===== src/rtl/nonce_arbiter.sv =====
// Shares one nonce generator among NUM_REQ requesters, round-robin.
// Shadows the generator count so no nonce is issued twice; halts on wrap or mismatch.
module nonce_arbiter #(
  parameter int WORDSIZE               = 32,
  parameter int NUM_REQ                = 4,
  parameter int NONCE_INCREMENT_OFFSET = 1
) (
  input  logic                clk,
  input  logic                reset,
  input  logic [NUM_REQ-1:0]  req,
  output logic [NUM_REQ-1:0]  gnt,
  output logic [WORDSIZE-1:0] nonce_out,
  output logic                nonce_valid,
  output logic                rng_en,
  output logic                rng_reset,
  input  logic [WORDSIZE-1:0] rng_data,
  input  logic                rng_ready,
  output logic                busy,
  output logic                exhausted,
  output logic                error
);

  localparam int LW = (NUM_REQ > 1) ? $clog2(NUM_REQ) : 1;
  localparam logic [LW-1:0] LAST_RST = LW'(NUM_REQ - 1);
  localparam logic [WORDSIZE:0] OFF_W =
    (WORDSIZE+1)'(NONCE_INCREMENT_OFFSET);

  typedef enum logic [2:0] {
    S_RST_RNG,
    S_WAIT_RDY,
    S_IDLE,
    S_SETTLE,
    S_HALT
  } state_t;

  state_t                state_q, state_d;
  logic [WORDSIZE-1:0]   shadow_q, shadow_d;
  logic [LW-1:0]         last_q, last_d;
  logic [NUM_REQ-1:0]    gnt_q, gnt_d;
  logic [WORDSIZE-1:0]   nonce_q, nonce_d;
  logic                  valid_q, valid_d;
  logic                  en_q, en_d;
  logic                  rrst_q, rrst_d;
  logic                  busy_q, busy_d;
  logic                  exh_q, exh_d;
  logic                  err_q, err_d;

  logic [LW-1:0]         win;
  logic                  found;
  logic [WORDSIZE:0]     sum;

  assign sum = {1'b0, shadow_q} + OFF_W;

  // Walk from the farthest offset down so the nearest to last+1 wins.
  always_comb begin
    int idx;
    logic [LW-1:0] k;
    win   = '0;
    found = 1'b0;
    idx   = 0;
    k     = '0;
    for (int i = NUM_REQ; i >= 1; i--) begin
      idx = (int'(last_q) + i) % NUM_REQ;
      k   = LW'(idx);
      if (req[k]) begin
        win   = k;
        found = 1'b1;
      end
    end
  end

  always_comb begin
    state_d  = state_q;
    shadow_d = shadow_q;
    last_d   = last_q;
    gnt_d    = '0;
    nonce_d  = nonce_q;
    valid_d  = 1'b0;
    en_d     = 1'b0;
    rrst_d   = 1'b0;
    exh_d    = exh_q;
    err_d    = err_q;
    unique case (state_q)
      S_RST_RNG: begin
        shadow_d = '0;
        state_d  = S_WAIT_RDY;
      end
      S_WAIT_RDY: begin
        if (rng_ready) state_d = S_IDLE;
      end
      S_IDLE: begin
        if (found) begin
          if (rng_data != shadow_q) begin
            err_d   = 1'b1;
            state_d = S_HALT;
          end else begin
            gnt_d    = NUM_REQ'(1) << win;
            valid_d  = 1'b1;
            nonce_d  = rng_data;
            last_d   = win;
            shadow_d = sum[WORDSIZE-1:0];
            if (sum[WORDSIZE]) begin
              exh_d   = 1'b1;
              state_d = S_HALT;
            end else begin
              en_d    = 1'b1;
              state_d = S_SETTLE;
            end
          end
        end
      end
      S_SETTLE: state_d = S_IDLE;
      S_HALT:   state_d = S_HALT;
      default: begin
        state_d = S_RST_RNG;
        rrst_d  = 1'b1;
      end
    endcase
    busy_d = (state_d != S_IDLE);
  end

  always_ff @(posedge clk) begin
    if (!reset) begin
      state_q  <= S_RST_RNG;
      shadow_q <= '0;
      last_q   <= LAST_RST;
      gnt_q    <= '0;
      nonce_q  <= '0;
      valid_q  <= 1'b0;
      en_q     <= 1'b0;
      rrst_q   <= 1'b1;
      busy_q   <= 1'b1;
      exh_q    <= 1'b0;
      err_q    <= 1'b0;
    end else begin
      state_q  <= state_d;
      shadow_q <= shadow_d;
      last_q   <= last_d;
      gnt_q    <= gnt_d;
      nonce_q  <= nonce_d;
      valid_q  <= valid_d;
      en_q     <= en_d;
      rrst_q   <= rrst_d;
      busy_q   <= busy_d;
      exh_q    <= exh_d;
      err_q    <= err_d;
    end
  end

  assign gnt         = gnt_q;
  assign nonce_out   = nonce_q;
  assign nonce_valid = valid_q;
  assign rng_en      = en_q;
  assign rng_reset   = rrst_q;
  assign busy        = busy_q;
  assign exhausted   = exh_q;
  assign error       = err_q;

endmodule


===== config.mk =====
export PLATFORM = sky130hd
export DESIGN_NAME = nonce_arbiter
export DESIGN_NICKNAME = d
export VERILOG_FILES = /design/src/rtl/nonce_arbiter.sv
export SDC_FILE = /design/constraint.sdc
export NUM_CORES = 1
export LEC_CHECK = 0
export BUFFER_PORTS_ARGS = -buffer_cell sky130_fd_sc_hd__buf_4
export CAP_MARGIN = 20
export CORE_MARGIN = 2
export CORE_UTILIZATION = 30
export DETAILED_ROUTE_END_ITERATION = 10
export GPL_TIMING_DRIVEN = 0
export SYNTH_ARGS = -nofsm -noshare
export SYNTH_HDL_FRONTEND = slang
export SYNTH_SLANG_ARGS = --single-unit

===== constraint.sdc =====
create_clock -name clk -period 3.7 [get_ports clk]
set_input_delay 0.74 -clock clk [delete_from_list [all_inputs] [get_ports clk]]
set_output_delay 0.74 -clock clk [all_outputs]
set_load 0.03 [all_outputs]

==> results of run 1 <==
## final timing paths
kind,from,end,slack (ns),cells after the start
max,rng_data[6],shadow_q[28],1.08,9
min,nonce_out[29],nonce_out[29],0.46,2
max reg2reg,state_q[0],shadow_q[7],1.10,6
min reg2reg,nonce_out[29],nonce_out[29],0.46,2
## layout make-up
type                            instances  area [sq um]  share of cell area, %
Buffer                                 28           120                   2.46
Timing Repair Buffer                   79           593                   12.2
Inverter                                5          18.8                  0.385
Tap cell                              172           215                   4.42
Sequential cell                        79          1580                   32.5
Multi-Input combinational cell        341          2060                   42.3
Clock inverter                          3          17.5                  0.359
Clock buffer                           12           267                   5.47
## logic make-up (layout without fill, tap and decap cells)
group,count (synthesis),in the layout,synth area share (%)
and+or+nand+nor,208,208,30.4
AOI/OAI and AO/OA,96,96,15.4
DFF,79,79,41.8
xor gates and xnor gates,35,35,8.11
buffers and inverters,33,127,3.67
adders and majority gates,1,1,0.331
muxes,1,1,0.265
## cell usage in the layout, fill, tap and decap left out, types with 2 or more instances in the layout
master and count:
or4_1 11, and3_1 2, nand3_1 41, clkinv_2 2, inv_1 5, a31o_2 3, a31oi_1 3, and2_1 4
buf_4 79, a21oi_1 50, xnor2_1 3, xor2_1 32, clkbuf_1 21, dfxtp_1 79, clkbuf_8 3, or4b_1 3
o21ai_0 10, nand2b_1 4, nor2b_1 2, a21o_1 2, clkbuf_16 9, o41ai_1 4, nand2_1 69, o31ai_1 7
nand4_1 8, nor2_1 19, o311ai_0 3, buf_2 6, o211ai_1 8, nor3b_1 2, and4_4 2, nor4_2 7
or3_1 12, nor3_1 6, nor4_1 5, and4_1 5
## power by group
part           internal (mW)  switching [mW]  total (mW)  leakage, nW
combinational         0.0476          0.0698       0.117         1.00
sequential             0.853        0.000870       0.854        0.637
clock                  0.503           0.345       0.848        0.140
total                   1.40           0.415        1.82         1.78
## tightest hold or removal path, stage by stage (launching register included)
cell and delay (ns):
dfxtp_1 0.31, nand2_1 0.05, a21oi_1 0.05
## through the flow
stage | std cells | area [sq um] | setup WS (ns)
detailed placement | 704 | 4590 | 0.752
CTS | 719 | 4870 | 1.10
global placement | 704 | 4590 | 0.754
floorplan | 453 | 3780 | 1.26
finish | 719 | 4870 | 1.08
global route | 719 | 4870 | 0.874
## state kept, by name, indices dropped and copies added (netlist names)
| name | flops |
|---|---|
| nonce_out | 32 |
| shadow_q | 32 |
| gnt | 4 |
| state_q | 3 |
| last_q | 2 |
| busy | 1 |
| error | 1 |
| exhausted | 1 |
| nonce_valid | 1 |
| rng_en | 1 |
| rng_reset | 1 |
## layer usage
metal | GRT usage [%] | vias up | routed length [microns]
met4 | 8.65 | 0 | 279
met1 | 22.6 | 1725 | 5150
met3 | 2.80 | 17 | 464
li1 | - | 1821 | -
met2 | 28.1 | 79 | 5560
met5 | 0 | - | 0
==> flow_summary.yaml, run 1 <==
clocking:
  cts_buffers: 9
  cts_tree: "done"
  clockBufferDepth: 2
  cts_hold_buf: 0
  h-tree-depth: 3
  clockRootBuffer: "clkbuf_16"
  post_cts_buffers: 0
  clkSlewWorstSetupHoldPaths_ns: 0.06
  cts.sinks: 79
  cts_resized: 0
  clk_latency_ns: 0.34
worst_setup_path:
  cp-end-kind: "flip-flop"
  critPathLaunchType: "input port"
  cpPeakStageDelay_ns: 0.44
  critPathArrivalTime_ns: 2.82
  cp_slowest_cell: "nor4_1"
  cp_max_fo: 10
  crit_buf_inv: 3
  crit_chain: "buf_4 -> xor2_1 -> nor4_1 -> and4_4 -> nand3_4 -> buf_6 -> buf_2 -> o311ai_0 -> o41ai_1"
  required_ns: 3.91
  crit_type: "input port to flip-flop"
  path_delay_family: "simple AND/OR/NAND/NOR gates"
place:
  port_buffers: 79
  globalplace.congestion: 0.899
  hpwl_mm: 8.84
grt:
  grt_start_max_net_pins: 13
  grt_pass1_vias: 3452
  grt_pass1_wl_mm: 18.0
  grt.overflow.total: 0
  track_usage_pct: 17.4
  antenna_found_initial: 0
synth:
  synth_area_sq_mm: 0.00378
  ys_ff_latch: 79
  yosysMostFrequentCell: "dfxtp_1"
  yosysSeqAreaShare_pct: 41.8
  synth.net_count: 493
  synthArstFlopShare_pct: 0
  ys_top_cells_by_area: "dfxtp_1 42%, xor2_1 7.4%, nand2_1 6.8%"
  yosysWarnings: 0
  synth-main-ff-cell: "dfxtp_1"
  synth_edf_count: 0
  postSynthAreaPerCell_sq_um: 8.35
  yosys.area.top_type: "dfxtp_1"
  syn_inst: 453
  netlist_top_cells_count: "79 x dfxtp_1, 69 x nand2_1, 50 x a21oi_1"
  synth_top_area_share_pct: 41.8
  synth_cell_types: 47
floorplan:
  dieHeight_microns: 116
  core_sq_mm: 0.0125
  die_w_microns: 116
  start_util_pct: 30.3
  ios: 81
  dieArea_sq_mm: 0.0135
  num_rows: 41
flow_run:
  max_cap_viol_count: 0
routing:
  viasPerCell: 5.07
  drcViolationCount: 0
  dr.pass1.iters: 5
  finalWirelength_mm: 11.5
  via_count: 3642
  wl_per_cell_microns: 15.9
  drt-initial-drc-count: 289
  antenna_left: 0
power_and_ir_drop:
  ir_drop_mv: 0.210
  total_power_mw: 1.82
  power-per-cell-area_mw_per_mm2: 373
  leakage_nw: 1.78
timing:
  hold_ws_ns: 0.455
  max_freq_mhz: 382
  hold_violations: 0
  finalCritPeriodShare_pct: 70.8
  setup_violations: 0
  rsz0062_at_grt: "no"
  finClkSkew_ns: 0.00564
  finalSetupTns_ns: 0
  tightest_slew_ns: 0.869
  max_slew_margin_pct: 41.3
  period_needed_ns: 2.62
  drv_slew: 0
outcome:
  outcome: "finished, final reports clean"
cells_and_area:
  fill_cells: 1267
  fin_util_pct: 39.1
  syn_to_final_growth_pct: 28.9
  drive_gt1_share_pct: 21.4
  nets: 583
  antenna_cells: 0
min_path:
  hold_path_class: "flip-flop to flip-flop"
Power figures use the tool's default switching activity.
==> inputs of run 2 (changes only) <==
--- a/config.mk
+++ b/config.mk
@@ -5,6 +5,7 @@
 export SDC_FILE = /design/constraint.sdc
 export NUM_CORES = 1
 export LEC_CHECK = 0
+export ABC_AREA = 1
 export BUFFER_PORTS_ARGS = -buffer_cell sky130_fd_sc_hd__buf_4
 export CAP_MARGIN = 20
 export CORE_MARGIN = 2
==> constraint.sdc (replaced) <==
create_clock -name clk -period 2.7 [get_ports clk]
set_input_delay 0.54 -clock clk [delete_from_list [all_inputs] [get_ports clk]]
set_output_delay 0.54 -clock clk [all_outputs]
set_load 0.03 [all_outputs]
==> run 2 against run 1 <==
  * Critical path depth rose by 3
  * Sequential share of layout area fell by 3.8 points
  * First-iteration DRC count fell by 33%
  * Routed wire length rose by 11%
  * Non-clock buffer count fell by 2
  * Sequential cell count did not move
  * Combinational power rose by 120%
  * Synthesized area rose by 14%
  * Die area rose by 14%
  * Register-to-register slack got worse by 0.55 ns
  * Cell area rose by 13%
  * Largest cell class unchanged
==> flow_summary.yaml, run 2 <==
power_and_ir_drop:
  p_switching_mw: 0.670
  comb_power_share_pct: 8.6
  power_frac_clock_pct: 51.7
  leakage_nw: 2.27
  p_sw_share_pct: 22.6
  power-per-cell-area_mw_per_mm2: 537
  p_seq_share_pct: 39.7
  ir_drop_mv: 0.264
  intPower_mw: 2.29
  total_power_mw: 2.96
synth:
  syn_inst: 667
  synth.net_count: 707
  synth_top_area_share_pct: 36.6
  yosysWarnings: 0
  synthArstFlopShare_pct: 0
  netlist_top_cells_count: "270 x nand2_1, 81 x nor2_1, 79 x dfxtp_1"
  ys_top_cells_by_area: "dfxtp_1 37%, nand2_1 23%, nor2_1 7.0%"
  synth_edf_count: 0
  synth_area_sq_mm: 0.00432
  yosysSeqAreaShare_pct: 36.6
  yosysMostFrequentCell: "nand2_1"
  synth_cell_types: 31
  postSynthAreaPerCell_sq_um: 6.47
  yosys.area.top_type: "dfxtp_1"
  synth-main-ff-cell: "dfxtp_1"
  ys_ff_latch: 79
timing:
  period_needed_ns: 2.15
  hold_ws_ns: 0.399
  max_freq_mhz: 465
  finClkSkew_ns: 0.00661
  max_slew_margin_pct: 61.3
  finalCritPeriodShare_pct: 79.6
  hold_violations: 0
  drv_slew: 0
  tightest_slew_ns: 0.580
  rsz0062_at_grt: "no"
  setup_violations: 0
  layout_setup_ws_ns: 0.550
  finalSetupTns_ns: 0
cells_and_area:
  multi_input_area_sq_mm: 0.00236
  fill_cells: 1550
  nets: 798
  antenna_cells: 0
  syn_to_final_growth_pct: 27.6
  drive_gt1_share_pct: 17.6
  fin_cells: 942
  layout_common_cells: "270 x nand2_1, 82 x buf_4, 81 x nor2_1"
  seqCellArea_sq_mm: 0.00158
  final_common_cell: "nand2_1"
flow_run:
  max_cap_viol_count: 0
floorplan:
  num_rows: 43
  dieHeight_microns: 124
  die_w_microns: 124
  start_util_pct: 30.9
  dieArea_sq_mm: 0.0154
  ios: 81
  core_sq_mm: 0.0140
grt:
  antenna_found_initial: 0
  track_usage_pct: 17.5
  grt_start_max_net_pins: 14
  grt_pass1_wl_mm: 20.1
  grt_pass1_vias: 4010
  grt.overflow.total: 0
place:
  dp_slack_ns: 0.348
  hpwl_mm: 10.2
  port_buffers: 80
  place_inst: 927
  globalplace.congestion: 0.926
clocking:
  cts_hold_buf: 0
  h-tree-depth: 3
  post_cts_buffers: 0
  cts_resized: 0
  clockBufferDepth: 2
  cts_tree: "done"
  clkSlewWorstSetupHoldPaths_ns: 0.06
  cts.sinks: 79
  clk_latency_ns: 0.35
  clockRootBuffer: "clkbuf_16"
  cts_buffers: 9
worst_setup_path:
  crit_type: "flip-flop to flip-flop"
  critPathArrivalTime_ns: 2.38
  required_ns: 2.93
  critPathLaunchType: "flip-flop"
  reg2reg_depth: 12
  cp_max_fo: 6
  cp-end-kind: "flip-flop"
  r2r_start: "shadow_q[0]"
  worstSetupStartpoint: "shadow_q[0]"
routing:
  antenna_left: 0
  dr.pass1.iters: 5
  finalWirelength_mm: 12.7
  drcViolationCount: 0
  viasPerCell: 4.53
  drt-initial-drc-count: 193
  via_count: 4263
  wl_per_cell_microns: 13.5
min_path:
  hold_path_class: "input port to flip-flop"
  hold_depth: 3
  hold_path.startpoint: "rng_data[10]"
outcome:
  outcome: "finished, final reports clean"
==> run 2: worst paths after layout <==
kind	endpoint	slack [ns]
min	nonce_out[10]	0.40
min reg2reg	nonce_out[6]	0.44
max reg2reg	busy	0.55
max	busy	0.55
==> run 2: critical path, stage by stage, from the launching register on <==
cell	delay, ns
dfxtp_1	0.46
ha_1	0.23
nand2_1	0.07
nor2_1	0.25
nand2_1	0.18
inv_1	0.14
nand3_1	0.20
nand3_1	0.17
nand2_1	0.08
nand3_1	0.09
nand2_1	0.06
inv_1	0.05
nand2_1	0.05
==> run 2: kinds of logic (layout without fill, tap and decap cells) <==
family	count (synthesis)	count (layout)	synth area share (%)
AOI/OAI and AO/OA	63	63	7.56
xor gates and xnor gates	45	45	9.13
adders and majority gates	1	1	0.290
buffers and inverters	80	175	8.72
DFF	79	79	36.6
and+or+nand+nor	399	399	37.7
==> run 2: per-layer routing <==
| metal | part of all wire (%) | global-route usage [%] | routed length [microns] |
|---|---|---|---|
| met5 | 0 | 0 | 0 |
| met4 | 3.6 | 9.20 | 457 |
| met3 | 5.3 | 3.30 | 678 |
| met2 | 43 | 27.5 | 5530 |
| met1 | 48 | 22.7 | 6080 |
==> run 2: area by class of cell <==
cell class              count  area share, %
repair buffers             80           10.9
flip-flops and latches     79           28.7
clock buffers              10           4.34
plain buffers              25           3.04
inverters                  55           3.79
clock inverters             5           2.34
well taps                 180           4.09
multi-input cells         508           42.8
==> run 2: stage by stage <==
step           utilization [%]  area, sq um
2_1_floorplan                -         4320
3_3_place_gp              36.8         5140
3_5_place_dp              36.8         5140
4_1_cts                   39.4         5510
5_1_grt                   39.4         5510
6_report                  39.4         5510
==> run 2: power by group through the flow <==
| stage | combinational, mW | sequential, mW | clock (mW) |
|---|---|---|---|
| 2_1_floorplan | 0.141 | 1.20 | 0 |
| 3_3_place_gp | 0.257 | 1.20 | 0 |
| 3_5_place_dp | 0.257 | 1.20 | 0 |
| 4_1_cts | 0.258 | 1.18 | 1.56 |
| 5_1_grt | 0.282 | 1.18 | 1.60 |
| 6_report | 0.255 | 1.18 | 1.53 |
